**config.mk**
```make
export PLATFORM = sky130hd
export DESIGN_NAME = run_ctrl
export DESIGN_NICKNAME = d
export VERILOG_FILES = /design/src/rtl/run_ctrl.sv
export SDC_FILE = /design/constraint.sdc
export NUM_CORES = 1
export LEC_CHECK = 0
export BUFFER_PORTS_ARGS = -buffer_cell sky130_fd_sc_hd__buf_2
export CAP_MARGIN = 10
export CELL_PAD_IN_SITES_DETAIL_PLACEMENT = 1
export CELL_PAD_IN_SITES_GLOBAL_PLACEMENT = 1
export CORE_UTILIZATION = 37
export CTS_BUF_LIST = sky130_fd_sc_hd__clkbuf_16
export DETAILED_ROUTE_END_ITERATION = 16
export PLACE_DENSITY = 0.83
export RECOVER_POWER = 100
export SYNTH_ARGS = -nofsm -noshare
export SYNTH_HDL_FRONTEND = slang
export SYNTH_SLANG_ARGS = --single-unit
```
**constraint.sdc**
```tcl
create_clock -name clk -period 1.49 [get_ports clk]
set_input_delay 0 -clock clk [delete_from_list [all_inputs] [get_ports clk]]
set_output_delay 0 -clock clk [all_outputs]
set_load 0.01 [all_outputs]
```
**src/rtl/run_ctrl.sv**
```systemverilog
// -----------------------------------------------------------------------------
// run_ctrl -- run/step sequencer for the multicycle controller.
//
// Turns four asynchronous push-buttons into RUN / RESET requests for the
// controller and watches its state register to find instruction boundaries
// (re-entry to fetch state 4'b0000) and program end (4'b1111).
//
// Optional feature macro: RUN_CTRL_BKPT_EN (instruction-count breakpoint).
//
// Parameters:
//   DB_CYCLES   consecutive equal samples needed to accept a button level
//   CNT_W       width of the retired-instruction counter
//
// Ports:
//   clk, rst            clock, synchronous active-high reset
//   btn_reset/run/step/halt  asynchronous push-buttons
//   states[3:0]         controller state register
//   bkpt_count, bkpt_en breakpoint target / enable (RUN_CTRL_BKPT_EN only)
//   RUN, RESET          controller run enable and reset request
//   halted              program reached END state
//   busy                sequencer is in FREE or STEP
//   instr_count         instructions retired since last reset (wraps)
//   step_done           one-cycle pulse when a single step completes
//   dbg_state[2:0]      FSM state: 0 IDLE, 1 RSTING, 2 FREE, 3 STEP, 4 HALTED
// -----------------------------------------------------------------------------
module run_ctrl #(
   parameter int DB_CYCLES = 4,
   parameter int CNT_W     = 16
) (
   input  logic             clk,
   input  logic             rst,
   input  logic             btn_reset,
   input  logic             btn_run,
   input  logic             btn_step,
   input  logic             btn_halt,
   input  logic [3:0]       states,
`ifdef RUN_CTRL_BKPT_EN
   input  logic [CNT_W-1:0] bkpt_count,
   input  logic             bkpt_en,
`endif
   output logic             RUN,
   output logic             RESET,
   output logic             halted,
   output logic             busy,
   output logic [CNT_W-1:0] instr_count,
   output logic             step_done,
   output logic [2:0]       dbg_state
);

   localparam int DB_W = (DB_CYCLES < 2) ? 1 : $clog2(DB_CYCLES);

   typedef enum logic [2:0] {
      S_IDLE   = 3'd0,
      S_RSTING = 3'd1,
      S_FREE   = 3'd2,
      S_STEP   = 3'd3,
      S_HALTED = 3'd4
   } state_e;

   // ---------------------------------------------------------------------------
   // Button conditioning: 2-FF synchroniser, stability counter, rising pulse.
   // Bit order in the vectors: {halt, step, run, reset}.
   // ---------------------------------------------------------------------------
   logic [3:0]            btn_raw;
   logic [3:0]            sync1_q, sync2_q;
   logic [3:0]            level_q;
   logic [3:0][DB_W-1:0]  db_cnt_q;
   logic [3:0]            pulse_q;
   logic                  p_reset, p_run, p_step, p_halt;

   assign btn_raw = {btn_halt, btn_step, btn_run, btn_reset};

   always_ff @(posedge clk) begin
      if (rst) begin
         sync1_q  <= '0;
         sync2_q  <= '0;
         level_q  <= '0;
         db_cnt_q <= '0;
         pulse_q  <= '0;
      end else begin
         sync1_q <= btn_raw;
         sync2_q <= sync1_q;
         for (int i = 0; i < 4; i++) begin
            pulse_q[i] <= 1'b0;
            if (sync2_q[i] == level_q[i]) begin
               db_cnt_q[i] <= '0;
            end else if (db_cnt_q[i] == DB_W'(DB_CYCLES - 1)) begin
               // DB_CYCLES-th differing sample: accept; pulse only on 0->1.
               level_q[i]  <= sync2_q[i];
               db_cnt_q[i] <= '0;
               pulse_q[i]  <= sync2_q[i];
            end else begin
               db_cnt_q[i] <= db_cnt_q[i] + 1'b1;
            end
         end
      end
   end

   assign p_reset = pulse_q[0];
   assign p_run   = pulse_q[1];
   assign p_step  = pulse_q[2];
   assign p_halt  = pulse_q[3];

   // ---------------------------------------------------------------------------
   // Sequencer FSM
   // ---------------------------------------------------------------------------
   state_e            state_q, state_d;
   logic              rcnt_q, rcnt_d;     // second RSTING cycle marker
   logic              lf_q, lf_d;         // left_fetch
   logic              stop_q, stop_d;     // halt requested during FREE
   logic [CNT_W-1:0]  count_q, count_d;
   logic              sd_q, sd_d;
   logic              busy_w, at_fetch, is_end, boundary, bkpt_hit, stopping;

   always_ff @(posedge clk) begin
      if (rst) begin
         state_q <= S_RSTING;
         rcnt_q  <= 1'b0;
         lf_q    <= 1'b0;
         stop_q  <= 1'b0;
         count_q <= '0;
         sd_q    <= 1'b0;
      end else begin
         state_q <= state_d;
         rcnt_q  <= rcnt_d;
         lf_q    <= lf_d;
         stop_q  <= stop_d;
         count_q <= count_d;
         sd_q    <= sd_d;
      end
   end

   always_comb begin
      busy_w   = (state_q == S_FREE) || (state_q == S_STEP);
      at_fetch = (states == 4'b0000);
      is_end   = (states == 4'b1111);
      // Boundaries only matter while the controller is being run by us.
      boundary = busy_w && lf_q && at_fetch;
`ifdef RUN_CTRL_BKPT_EN
      bkpt_hit = (state_q == S_FREE) && bkpt_en &&
                 ((count_q + CNT_W'(1)) == bkpt_count);
`else
      bkpt_hit = 1'b0;
`endif
      stopping = (state_q == S_STEP) ||
                 ((state_q == S_FREE) && (stop_q || bkpt_hit));
      // Combinational so the controller never leaves fetch on a stopping
      // boundary.
      RUN = (state_q == S_RSTING) || (busy_w && !(boundary && stopping));

      state_d = state_q;
      rcnt_d  = 1'b0;
      lf_d    = lf_q;
      stop_d  = stop_q;
      count_d = count_q;
      sd_d    = 1'b0;

      if (boundary) begin
         lf_d    = 1'b0;
         count_d = count_q + CNT_W'(1);
      end else if (RUN && !at_fetch) begin
         lf_d = 1'b1;
      end
      // Outside FREE/STEP the flag is held clear, so every entry starts clean.
      if (!busy_w) lf_d = 1'b0;

      case (state_q)
         S_RSTING: begin
            if (rcnt_q) state_d = S_IDLE;
            else        rcnt_d  = 1'b1;
         end
         S_IDLE: begin
            if (p_run)       state_d = S_FREE;
            else if (p_step) state_d = S_STEP;
         end
         S_FREE: begin
            if (is_end)                      state_d = S_HALTED;
            else if (boundary && stopping)   state_d = S_IDLE;
            else if (p_halt)                 stop_d  = 1'b1;
         end
         S_STEP: begin
            if (is_end) begin
               state_d = S_HALTED;
            end else if (boundary) begin
               state_d = S_IDLE;
               sd_d    = 1'b1;
            end
         end
         S_HALTED: state_d = S_HALTED;
         default:  state_d = S_IDLE;
      endcase

      if (state_d != S_FREE) stop_d = 1'b0;

      // Processor reset overrides everything, including this cycle's boundary.
      if (p_reset) begin
         state_d = S_RSTING;
         rcnt_d  = 1'b0;
         lf_d    = 1'b0;
         stop_d  = 1'b0;
         count_d = '0;
         sd_d    = 1'b0;
      end
   end

   assign RESET       = (state_q == S_RSTING);
   assign halted      = (state_q == S_HALTED);
   assign busy        = busy_w;
   assign instr_count = count_q;
   assign step_done   = sd_q;
   assign dbg_state   = state_q;

endmodule

```
==> impl_metrics.tcl <==
set metrics [dict create \
    r2r_slack_ps -60 \
    drive_above_1_share_pct 29.9 \
    dp_slack_ps -58.0 \
    fp.dieArea_um2 5440 \
    port_buffers 33 \
    start_util_pct 39.3 \
    synth_nets 215 \
    setup_tns_ps -113 \
    antenna_found_initial 0 \
    synth_warnings 0 \
    final_area_um2 2590 \
    grt_util_all_layers_pct 19.7 \
    holdCritStartpoint "rst" \
    grt_overflow 0 \
    ant_nets 0 \
    synth.area.top_cells "dfxtp_1 (49%), nor2_1 (4.9%), or3_1 (3.6%)" \
    fin_crit_ps 1550 \
    clk_latency_ps 290 \
    drv_slew 0 \
    p_per_area_nw_per_um2 949 \
    syn_area_um2 1900 \
    core_region_area_um2 4850 \
    r2r-start "instr_count[1]" \
    synth.avg_cell_area_um2 9.52 \
    drtIter0Drc 95 \
    cp_max_fo 5 \
    hold_path.class "in2reg" \
    fp-row-count 25 \
    cts_sinks 47 \
    drv_cap 0 \
    start_kind "register" \
    placed_area_um2 2300 \
    final_common_cell "dfxtp_1" \
    final_cell_mix "dfxtp_1 (41), buf_4 (31), nor2_1 (25)" \
    syn_to_final_growth_pct 35.8 \
    grt_pass1_vias 1797 \
    reg2reg_depth 6 \
    synth_seq_cells 47 \
    grt_max_degree 20 \
    cts_tree "built" \
    rsz0062_at_grt "yes" \
    diodes 0 \
    ir_worst_vdd_mv 0.713 \
    cpPeakStageDelay_ps 380 \
    numCtsBuffers 5 \
    dp.final_hpwl_um 3220 \
    nNetsFinal 285 \
    cp-end-kind "register" \
    clk_pin_slew_worst_paths_ps 60 \
    die_h_um 73.7 \
    setup_viol 2 \
    cts.path.max_buffers 2 \
    path_class "reg2reg" \
    min_delay_path_depth 2 \
    hold_viol_final 0 \
    num_vias 1731 \
    p_leak_nw 1.05 \
    nFillCells 584 \
    clock_skew_ps 7.19 \
    slew_headroom_pct 72.1 \
    ios 34 \
    fin_ws_ps -58.1 \
    synth_area_leader_cell "dfxtp_1" \
    synth_seq_area_share_pct 49.4 \
    crit_chain "ha_4, and4_1, nand4_1, buf_4, or3_4, a21oi_2" \
    arrival_ps 1770 \
    synth_top_area_share_pct 49.4 \
    slowest_stage "dfxtp_4" \
    tightestPinTransition_ps 418 \
    critPathRequiredTime_ps 1710 \
    firstDrtPassIters 4 \
    fmax_mhz 646 \
    avgViaCountPerCell 5.12 \
    grt_pass1_wl_um 7990 \
    synthCells 200 \
    htree_levels 2 \
    fp.dieW_um 73.7 \
    post_drt_wl_per_cell_um 15.4 \
    status "complete, but fails checks" \
    period_share_pct 104 \
    violations "negative setup slack" \
    synth.distinct_cells 39 \
    wirelength_um 5200 \
    min_to "level_q[1]" \
    gp_congestion 0.808 \
    drc 0 \
    cts_root_buffer "clkbuf_16" \
    r2r-end "instr_count[10]" \
]
## final cells by class
cell class / count / area, µm² / share of cell area [%]
Multi-Input combinational cell: 142 / 963 / 37.3
Sequential cell: 47 / 953 / 36.9
Timing Repair Buffer: 68 / 427 / 16.5
Clock buffer: 5 / 125 / 4.84
Tap cell: 67 / 83.8 / 3.24
Inverter: 6 / 22.5 / 0.871
Clock inverter: 3 / 11.3 / 0.435
## state kept, by name, summed over array words and instances (netlist names)
register	flops
rcnt_q	1
instr_count	16
level_q	4
dbg_state	3
pulse_q	4
sync2_q	4
lf_q	1
step_done	1
db_cnt_q	8
stop_q	1
sync1_q	4
## metal layers
layer  up-vias  wire length (µm)  track usage (%)
li1        842                 -                -
met1       853              2150             20.5
met2        30              2830             37.1
met3         6               162             5.62
met4         0                57             7.26
met5         -                 0                0
## stage by stage
step	hold WS, ps	power, W	util (%)	std cells
floorplan	128	0.00137	-	200
global placement	211	0.00141	47.5	317
detailed placement	216	0.00142	47.5	317
CTS	15.5	0.00248	52.5	335
global route	41.0	0.00254	53.3	338
finish	23.3	0.00245	53.3	338
## worst max-delay path by stage
stage | slack (ps) | depth (start not counted) | startpoint | end
floorplan | -8 | 5 | dbg_state[2] | instr_count[11]
global placement | 40 | 5 | instr_count[0] | instr_count[14]
detailed placement | -60 | 5 | instr_count[0] | instr_count[14]
CTS | 3 | 5 | instr_count[5] | instr_count[12]
global route | -130 | 6 | instr_count[1] | instr_count[10]
finish | -60 | 6 | instr_count[1] | instr_count[10]
## what timing repair did
action | CTS | global route
gates resized for setup | 6 | 13
hold buffers | 4 | 0
pin swaps | 3 | 5
endpoints found under the hold margin | 4 | 0
endpoints found under the setup margin | 3 | 6
buffers inserted | 6 | 3
## Yosys cell counts
cell type  instances
buf_1              1
inv_1              6
nand3_1            5
nand4_4            1
nand2b_1           2
o21ai_0            8
nand4b_1           1
nor4bb_1           4
or4_1              1
xor2_1             5
and2_1             1
xnor2_1            6
nor2b_1            9
dfxtp_1           47
nor3b_1            2
nor2_1            25
nor4_4             1
a211oi_1           1
clkbuf_1           4
a21oi_1           10
nand2_1           11
o21bai_1           1
nand4_1            6
ha_1               5
nor3_1             4
or3_1             11
a211o_1            1
o22ai_1            1
or4_2              1
or2_2              1
and4_1             4
o31ai_1            1
o21a_1             1
and2_2             1
nand3b_1           2
and3b_1            1
and3_1             2
mux2i_1            5
o2111ai_1          1
## where the power goes
part | leakage [nW] | internal [W] | switching [W] | total (W)
Clock | 0.0701 | 0.000604 | 0.000452 | 0.00106
Combinational | 0.593 | 0.0000514 | 0.0000646 | 0.000116
Sequential | 0.385 | 0.00127 | 0.00000873 | 0.00128
Total | 1.05 | 0.00193 | 0.000525 | 0.00245
## worst max-delay path, delay by kind of cell (launching register included)
kind            cells  cell delay [ps]
compound gates      1              110
flops               1              380
fa+ha+maj           1              140
simple gates        3              670
buf+inv             1              190
## kinds of logic (layout without fill, tap and decap cells)
| group | after synthesis | in the layout | synth area share (%) |
|---|---|---|---|
| XOR/XNOR | 11 | 11 | 5.06 |
| buffers and inverters | 11 | 82 | 2.17 |
| flip-flops | 47 | 47 | 49.4 |
| AO/OA/AOI/OAI | 25 | 25 | 7.56 |
| AND/OR/NAND/NOR | 96 | 96 | 29.9 |
| adder cells (fa/ha/maj) | 5 | 5 | 3.29 |
| multiplexers | 5 | 5 | 2.63 |
Power figures use the tool's default switching activity.
